## src/rtl/fir_filter.sv

```systemverilog
// Pipelined FIR filter: delay line -> registered products -> saturating shifted sum, valid/ready on both sides.
// Optional input parity checking is enabled by defining FIR_PARITY_CHECK_EN.
module fir_filter #(
   parameter int DATA_WIDTH = 16,
   parameter int TAPS       = 4,
   parameter int COEF_WIDTH = 8,
   parameter int SHIFT      = 0
) (
   input  logic                    clk,
   input  logic                    rst,
   input  logic                    clear,
   input  logic [DATA_WIDTH-1:0]   x_data,
   input  logic                    x_valid,
   input  logic                    x_parity,
   output logic                    x_ready,
   output logic [DATA_WIDTH-1:0]   y_data,
   output logic                    y_valid,
   output logic                    y_parity,
   input  logic                    y_ready,
   input  logic                    coef_wr,
   input  logic [$clog2(TAPS)-1:0] coef_idx,
   input  logic [COEF_WIDTH-1:0]   coef_data,
   output logic                    parity_err
);

   localparam int IDX_W  = $clog2(TAPS);
   localparam int PROD_W = DATA_WIDTH + COEF_WIDTH;
   localparam int SUM_W  = PROD_W + IDX_W;
   localparam logic [SUM_W-1:0] SAT_MAX = {{(SUM_W-DATA_WIDTH){1'b0}}, {DATA_WIDTH{1'b1}}};

   logic [DATA_WIDTH-1:0] tap      [TAPS];
   logic [DATA_WIDTH-1:0] tap_next [TAPS];
   logic [COEF_WIDTH-1:0] coef     [TAPS];
   logic [PROD_W-1:0]     prod     [TAPS];
   logic                  s1_valid;
   logic                  en;
   logic                  accept;
   logic [SUM_W-1:0]      sum;
   logic [SUM_W-1:0]      shifted;
   logic [DATA_WIDTH-1:0] sat;

   // A stalled output freezes every stage; clear blocks new samples.
   assign en      = !y_valid || y_ready;
   assign x_ready = en && !clear;
   assign accept  = x_valid && x_ready;

   always_comb begin
      tap_next[0] = x_data;
      for (int i = 1; i < TAPS; i++) tap_next[i] = tap[i-1];
   end

   always_ff @(posedge clk or negedge rst) begin
      if (!rst) begin
         for (int i = 0; i < TAPS; i++) tap[i] <= '0;
      end else if (clear) begin
         for (int i = 0; i < TAPS; i++) tap[i] <= '0;
      end else if (accept) begin
         for (int i = 0; i < TAPS; i++) tap[i] <= tap_next[i];
      end
   end

   always_ff @(posedge clk or negedge rst) begin
      if (!rst) begin
         for (int i = 0; i < TAPS; i++) coef[i] <= COEF_WIDTH'(1);
      end else if (coef_wr && (int'(coef_idx) < TAPS)) begin
         coef[coef_idx] <= coef_data;
      end
   end

   always_ff @(posedge clk or negedge rst) begin
      if (!rst) begin
         for (int i = 0; i < TAPS; i++) prod[i] <= '0;
         s1_valid <= 1'b0;
      end else if (clear) begin
         s1_valid <= 1'b0;
      end else if (en) begin
         s1_valid <= accept;
         if (accept) begin
            for (int i = 0; i < TAPS; i++)
               prod[i] <= PROD_W'(coef[i]) * PROD_W'(tap_next[i]);
         end
      end
   end

   always_comb begin
      sum = '0;
      for (int i = 0; i < TAPS; i++) sum = sum + SUM_W'(prod[i]);
      shifted = sum >> SHIFT;
      sat     = (shifted > SAT_MAX) ? {DATA_WIDTH{1'b1}} : shifted[DATA_WIDTH-1:0];
   end

   always_ff @(posedge clk or negedge rst) begin
      if (!rst) begin
         y_data  <= '0;
         y_valid <= 1'b0;
      end else if (clear) begin
         y_valid <= 1'b0;
      end else if (en) begin
         y_data  <= sat;
         y_valid <= s1_valid;
      end
   end

`ifdef FIR_PARITY_CHECK_EN
   // Output parity is regenerated from the saturated result, not carried.
   always_ff @(posedge clk or negedge rst) begin
      if (!rst) begin
         y_parity <= 1'b0;
      end else if (!clear && en) begin
         y_parity <= ^sat;
      end
   end

   always_ff @(posedge clk or negedge rst) begin
      if (!rst) begin
         parity_err <= 1'b0;
      end else if (accept && (x_parity != ^x_data)) begin
         parity_err <= 1'b1;
      end
   end
`else
   logic s1_parity;

   // Parity of the newest contributing sample travels alongside the data.
   always_ff @(posedge clk or negedge rst) begin
      if (!rst) begin
         s1_parity <= 1'b0;
         y_parity  <= 1'b0;
      end else if (!clear && en) begin
         if (accept) s1_parity <= x_parity;
         y_parity <= s1_parity;
      end
   end

   assign parity_err = 1'b0;
`endif

endmodule
```

## config.mk

```make
export PLATFORM = sky130hd
export DESIGN_NAME = fir_filter
export DESIGN_NICKNAME = d
export VERILOG_FILES = /design/src/rtl/fir_filter.sv
export SDC_FILE = /design/constraint.sdc
export NUM_CORES = 1
export LEC_CHECK = 0
export ABC_AREA = 1
export CAP_MARGIN = 5
export CORE_MARGIN = 10
export CORE_UTILIZATION = 43
export CTS_BUF_LIST = sky130_fd_sc_hd__clkbuf_4 sky130_fd_sc_hd__clkbuf_8
export DETAILED_ROUTE_END_ITERATION = 12
export GPL_ROUTABILITY_DRIVEN = 0
export GPL_TIMING_DRIVEN = 0
export PLACE_DENSITY = 0.64
export SLEW_MARGIN = 20
export SYNTH_ARGS = -nofsm -noshare
export SYNTH_HDL_FRONTEND = slang
export SYNTH_SLANG_ARGS = --single-unit
```

## constraint.sdc

```tcl
create_clock -name clk -period 5.2 [get_ports clk]
set_input_delay 1.04 -clock clk [delete_from_list [all_inputs] [get_ports clk]]
set_output_delay 1.04 -clock clk [all_outputs]
set_load 0.01 [all_outputs]
```

==> key figures, run 1 <==
Synth
  • Syn Nets: 4,299
  • Post-synth EDFFs: 0
  • Mean area per synthesized cell: 7.47 sq um
  • Ys Warns: 0
  • Cells after Synth: 3,681
  • Main flop type after synthesis: dfrtp_1
  • Register area share after synthesis: 17.9%
  • Netlist Area Pre-Place: 27,500 sq um
  • FFs w/ async S/R, synth: 100%
  • Library cells used by synthesis: 48
  • Seq cells post-synth: 196

Timing
  • Skew final: 0.0289 ns
  • Final worst path period share: 96.3%
  • Hold Fails Final Rpt: 0
  • RSZ-0062 raised after global routing: no
  • Worst slew pin tran: 0.739 ns
  • Slew Limit Fails: 0
  • Final Critical Period: 5.01 ns
  • Worst slew margin: 50.8%
  • Highest clock rate: 200 MHz
  • Final WS setup: 0.194 ns
  • Final Setup Violations: 0
  • WHS: 0.325 ns

Power and ir drop
  • Lkg Pwr: 16.7 nW
  • Pwr/cell area: 373 nW/um^2
  • VDD IR max: 0.275 mV
  • PnR Total Power: 11.0 mW

Die
  • DIE AREA: 74,500 sq um
  • Area of the core: 63,200 sq um
  • FP Rows: 92
  • Die Ht: 273 microns
  • Chip width: 273 microns
  • Starting density of the core: 43.5%
  • I/O Pins: 53

Clock network
  • Clock Latency Late Sink: 0.54 ns
  • H-tree lvl count: 4
  • CTS buffer count: 17
  • Max Buffers Root-to-Sink: 2
  • Clock-pin slew of the registers on the worst-case setup and hold paths: 0.14 ns
  • CTS tree: done
  • Clock Tree Root: clkbuf_8
  • Hold Buf Count CTS: 0
  • Clock sinks: 196

GRT
  • Largest net degree at the start of global routing: 95
  • Grt total ovfl: 0
  • Global-route wire length before repair: 124,000 microns
  • GRT Total Usage: 21.3%
  • Initial antenna violation count: 2
  • Number of global-route vias before repair: 22,251

Layout
  • Layout area overhead: 7.06%
  • Final core area utilization: 46.6%
  • Fin nets: 4,322
  • Share of layout cells above drive strength 1: 5.81%

Drt
  • DRT iter0 DRCs: 1,940
  • Drt total wl: 78,400 microns
  • Via density: 5.00
  • DR pass1 iterations: 5
  • Drt drc: 0
  • Via count: 22,819
  • DR WL/cell: 17.2 microns
  • ANT nets after route: 0

Placed design
  • Port bufs: 35
  • Pre-CTS setup slack: -0.526 ns
  • DP HPWL: 64,700 microns

Critical path
  • FF-to-FF path depth: 19
  • Setup CP Type: in2reg
  • Arrival time at the worst endpoint: 5.44 ns
  • CP max FO: 9
  • R2R Path Start: coef[15]$_DFFE_PN0P_
  • Reg2reg setup slack: 0.21 ns
  • Crit end category: register
  • Req. time, crit path: 5.63 ns
  • CP Launch Type: input pin
  • FF-to-FF End: prod[38]$_DFFE_PN0P_

Run status
  • Status: finished, final reports clean

Worst hold path
  • Hold WC Path Type: in2async

Flow run
  • Max cap viols: 0
[worst max-delay path, cell delays in order]
cell,delay [ns]
clkbuf_1,0.53
nand2_1,0.11
inv_1,0.10
fa_1,0.39
inv_1,0.08
fa_1,0.43
fa_1,0.46
fa_1,0.53
inv_1,0.05
ha_1,0.36
a21oi_1,0.25
o21ai_0,0.20
a21oi_1,0.15
o21ai_0,0.15
nand3_1,0.10
nand2_1,0.07
or2_2,0.29
nand3_1,0.06
o21ai_0,0.08
[logic make-up (layout without fill, tap and decap cells)]
kind of cell    Yosys count  after routing  share of synthesized area [%]
simple gates           1301           1301                           20.0
buf+inv                1151           1187                           15.8
fa+ha+maj               585            585                           37.1
compound gates          401            401                           7.76
flops                   196            196                           17.9
xor+xnor                 46             46                           1.47
other cells               1              2                         0.0136
[sequential cells by signal, summed over array words and instances (netlist names)]
name,flops
prod,96
tap,48
coef,32
y_data,16
s1_parity,1
s1_valid,1
y_parity,1
y_valid,1
[worst max path at each step]
stage,from,endpoint,slack (ns),cells past startpoint
final,x_data[10],prod[90]$_DFFE_PN0P_,0.19,19
after global routing,coef[22]$_DFFE_PN0P_,prod[67]$_DFFE_PN0P_,0.0002,19
after CTS,coef[21]$_DFFE_PN0P_,prod[67]$_DFFE_PN0P_,0.001,20
after detailed placement,coef[2]$_DFFE_PN0P_,prod[14]$_DFFE_PN0P_,-0.53,20
after global placement,rst,coef[23]$_DFFE_PN0P_,-5.56,1
after floorplan,x_data[5],prod[90]$_DFFE_PN0P_,0.18,18
[Yosys cell counts, types with 15 or more instances]
cell type,number,area [sq um]
xnor2_1,16,140
nor2_1,93,349
ha_1,201,2510
a21oi_1,127,636
nand3_1,107,536
fa_1,384,7690
inv_2,18,67.6
nand2_1,955,3580
nand3_2,15,150
inv_1,962,3610
clkbuf_1,154,578
xor2_1,30,263
nor3_1,15,75.1
nand4_1,27,169
dfrtp_1,192,4800
or2_2,43,269
o21ai_0,211,1060
o22ai_1,18,113
nor4_1,18,113
[area by class of cell]
type / count / area, sq um
tap: 846 / 1060
inverter: 981 / 3680
clock buffer: 17 / 234
antenna: 1 / 2.50
multi-input combinational: 2334 / 18200
clock inverter: 15 / 205
fill: 6404 / 33800
buffer: 124 / 574
sequential: 196 / 4930
timing repair buffer: 50 / 508
[repair_timing]
item                       in CTS  in global routing
gates resized for setup        27                 73
setup buffers                   0                 13
pin swaps                       0                  1
setup endpoints to repair      41                 36
cloned                          0                  0
[stage by stage]
stage	TNS, ns	instance area (sq um)	instances
6_report	0	29400	4564
3_3_place_gp	-1080.28	28900	4562
4_1_cts	0	29400	4580
2_1_floorplan	0	27500	3681
5_1_grt	0	29400	4564
3_5_place_dp	-8.65	29000	4564
[power breakdown]
part | internal (mW) | leakage [nW] | total [mW] | switching (mW)
sequential | 1.82 | 2.49 | 2.10 | 0.285
combinational | 2.71 | 14.0 | 7.73 | 5.02
clock | 0.418 | 0.216 | 1.14 | 0.719
[cells in the final DEF, fill, tap and decap left out, drive strengths merged, types with 3 or more instances in the layout]
cell / instances
a211oi: 8
a21o: 10
a21oi: 127
and2: 3
buf: 38
clkbuf: 119
clkdlybuf4s50: 34
clkinv: 8
dfrtp: 192
dfstp: 4
fa: 384
ha: 201
inv: 987
nand2: 963
nand3: 123
nand3b: 3
nand4: 28
nor2: 100
nor3: 16
nor4: 18
o211ai: 4
o21ai: 215
o21bai: 9
o22ai: 18
o31ai: 5
or2: 47
xnor2: 16
xor2: 30
[per-layer routing]
metal  global-route usage, %  part of all wire, %  vias up
met5                       0                    0        -
met4                    6.68                  3.0        0
met3                    3.44                  6.2       90
met2                    33.7                   45      692
met1                    29.5                   46    11145
li1                        -                    -    10892
(Power assumes the default switching activity.)
==> run 2: changes to the inputs <==
- CORE_MARGIN: 10 -> 4
==> run 2 against run 1 <==
Effect of this change: clock power is essentially flat; largest power group unchanged; critical endpoint is now prod[38]$_DFFE_PN0P_; non-clock buffer count grew 2; first-iteration DRC count grew 1.2%; sequential cell count is the same.
==> key figures, run 2 (synthesized netlist as in run 1, its figures left out) <==
Clock network
  • Clock Tree Root: clkbuf_8
  • Clock sinks: 196
  • Max Buffers Root-to-Sink: 2
  • CTS tree: done
  • CTS buffer count: 17
  • Clock-pin slew of the registers on the worst-case setup and hold paths: 0.12 ns
  • H-tree lvl count: 4
  • Clock Latency Late Sink: 0.55 ns

Timing
  • Hold Fails Final Rpt: 0
  • Skew final: 0.0270 ns
  • Slew Limit Fails: 0
  • Final worst path period share: 96.2%
  • Final Critical Period: 5.00 ns
  • Worst slew margin: 43.7%
  • Final Setup Violations: 0
  • Worst slew pin tran: 0.845 ns
  • WHS: 0.344 ns
  • Highest clock rate: 200 MHz

Drt
  • DR pass1 iterations: 6
  • ANT nets after route: 0
  • Drt total wl: 78,300 microns
  • DRT iter0 DRCs: 1,964
  • DR WL/cell: 17.1 microns
  • Drt drc: 0
  • Via count: 22,766
  • Via density: 4.99

Critical path
  • Buffer and inverter count on the worst path: 5
  • Req. time, crit path: 5.60 ns
  • Slowest stage delay, CP: 0.52 ns
  • CP Launch Type: register
  • CP max FO: 10
  • FF-to-FF End: prod[38]$_DFFE_PN0P_
  • Delay-heaviest family, CP: adder cells
  • Setup CP Type: reg2reg
  • Crit path cell chain: clkbuf_2 -> nand2_1 -> fa_1 -> fa_1 -> inv_1 -> fa_1 -> inv_1 -> fa_1 -> inv_1 -> ha_1 -> a21oi_1 -> o21ai_0 -> nor2_1 -> o21ai_0 -> a21oi_1 -> inv_1 -> or2_2 -> nand3_1 -> o21ai_0
  • Reg2reg setup slack: 0.20 ns
  • Slowest-stage cell, CP: dfrtp_2
  • FF-to-FF path depth: 19
  • Arrival time at the worst endpoint: 5.40 ns
  • Crit end category: register
  • R2R Path Start: coef[15]$_DFFE_PN0P_

Layout
  • Fill count: 6,419
  • Biggest register: prod
  • Fin nets: 4,324
  • Most common cell after layout, fill and taps aside: inv_1
  • Most frequent cells in the layout: inv_1 (962), nand2_1 (955), fa_1 (384), o21ai_0 (208), ha_1 (201)
  • Final instance area: 29,400 sq um
  • Top Registers: prod (96), tap (48), coef (32)
  • Final core area utilization: 46.6%
  • Share of layout cells above drive strength 1: 5.94%
  • Max reg flops: 96
  • Layout area overhead: 7.08%

GRT
  • Largest net degree at the start of global routing: 89
  • Initial antenna violation count: 0
  • Number of global-route vias before repair: 22,451
  • Global-route wire length before repair: 125,000 microns
  • GRT Total Usage: 23.6%
  • Grt total ovfl: 0

Run status
  • Status: finished, final reports clean

Placed design
  • Placed Area: 29,000 sq um
  • DP HPWL: 64,700 microns
  • Port bufs: 35

Power and ir drop
  • Clock network power share: 10.1%
  • Total internal power: 4.98 mW
  • VDD IR max: 0.281 mV
  • Pwr/cell area: 375 nW/um^2
  • Sw Share: 54.8%
  • Gate power share: 70.8%
  • Switching power total: 6.04 mW
  • Lkg Pwr: 16.7 nW
  • Part of the power in registers: 19.1%

Die
  • FP Rows: 92
  • Die Ht: 261 microns
  • I/O Pins: 53
  • Chip width: 261 microns
  • Starting density of the core: 43.5%
  • DIE AREA: 68,000 sq um
  • Area of the core: 63,200 sq um

Worst hold path
  • Hold WC Path Type: in2async

Flow run
  • Max cap viols: 0
[run 2: timing repair]
action | in CTS | in global routing
pin swaps | 0 | 2
buffers inserted | 0 | 13
resized for setup | 30 | 74
hold buffers | 0 | 0
setup endpoints to repair | 39 | 36
[run 2: cell type report]
type,count,area (sq um),area share (%)
inverter,981,3680,12.5
sequential,196,4940,16.8
timing repair buffer,50,508,1.73
buffer,126,579,1.97
multi-input combinational,2334,18200,62.0
antenna,1,2.50,0.00850
tap,846,1060,3.60
clock buffer,18,241,0.820
clock inverter,14,190,0.646
[run 2: stage by stage]
stage	TNS, ns	power (mW)	setup slack, ns	std cells
2_1_floorplan	0	7.56	0.180	3681
3_3_place_gp	-1072.82	9.70	-5.52	4562
3_5_place_dp	-10.46	9.79	-0.574	4564
4_1_cts	0	10.9	0.00253	4578
5_1_grt	-0.0432	12.1	-0.0311	4565
6_report	0	11.0	0.197	4566
[run 2: worst max path at each step]
stage / from / end / slack (ns) / cells past startpoint
2_1_floorplan: x_data[5] / prod[90]$_DFFE_PN0P_ / 0.18 / 18
3_3_place_gp: rst / coef[21]$_DFFE_PN0P_ / -5.52 / 1
3_5_place_dp: coef[2]$_DFFE_PN0P_ / prod[14]$_DFFE_PN0P_ / -0.57 / 20
4_1_cts: coef[31]$_DFFE_PN0P_ / prod[84]$_DFFE_PN0P_ / 0.003 / 19
5_1_grt: coef[15]$_DFFE_PN0P_ / prod[38]$_DFFE_PN0P_ / -0.03 / 19
6_report: coef[15]$_DFFE_PN0P_ / prod[38]$_DFFE_PN0P_ / 0.20 / 19
[run 2: power by group through the flow]
stage | Sequential, mW | Clock, mW | Combinational, mW
2_1_floorplan | 1.95 | 0 | 5.61
3_3_place_gp | 1.97 | 0 | 7.73
3_5_place_dp | 1.98 | 0 | 7.81
4_1_cts | 2.04 | 1.13 | 7.77
5_1_grt | 2.14 | 1.21 | 8.79
6_report | 2.10 | 1.12 | 7.81
[run 2: layer usage]
metal	track usage, %	vias to the layer above	part of all wire [%]	wire length [microns]
met2	37.2	694	45	35000
met3	3.83	87	6.6	5180
li1	-	10912	-	-
met5	0	-	0	0
met4	5.73	0	2.5	1980
met1	34.1	11073	46	36100
[run 2: worst reg2reg max path, delay by kind of cell, from the launching register on]
| family | cells | cell delay [ns] |
|---|---|---|
| fa+ha+maj | 5 | 2.25 |
| compound gates | 5 | 0.83 |
| simple gates | 4 | 0.77 |
| flops | 1 | 0.52 |
| buf+inv | 5 | 0.50 |
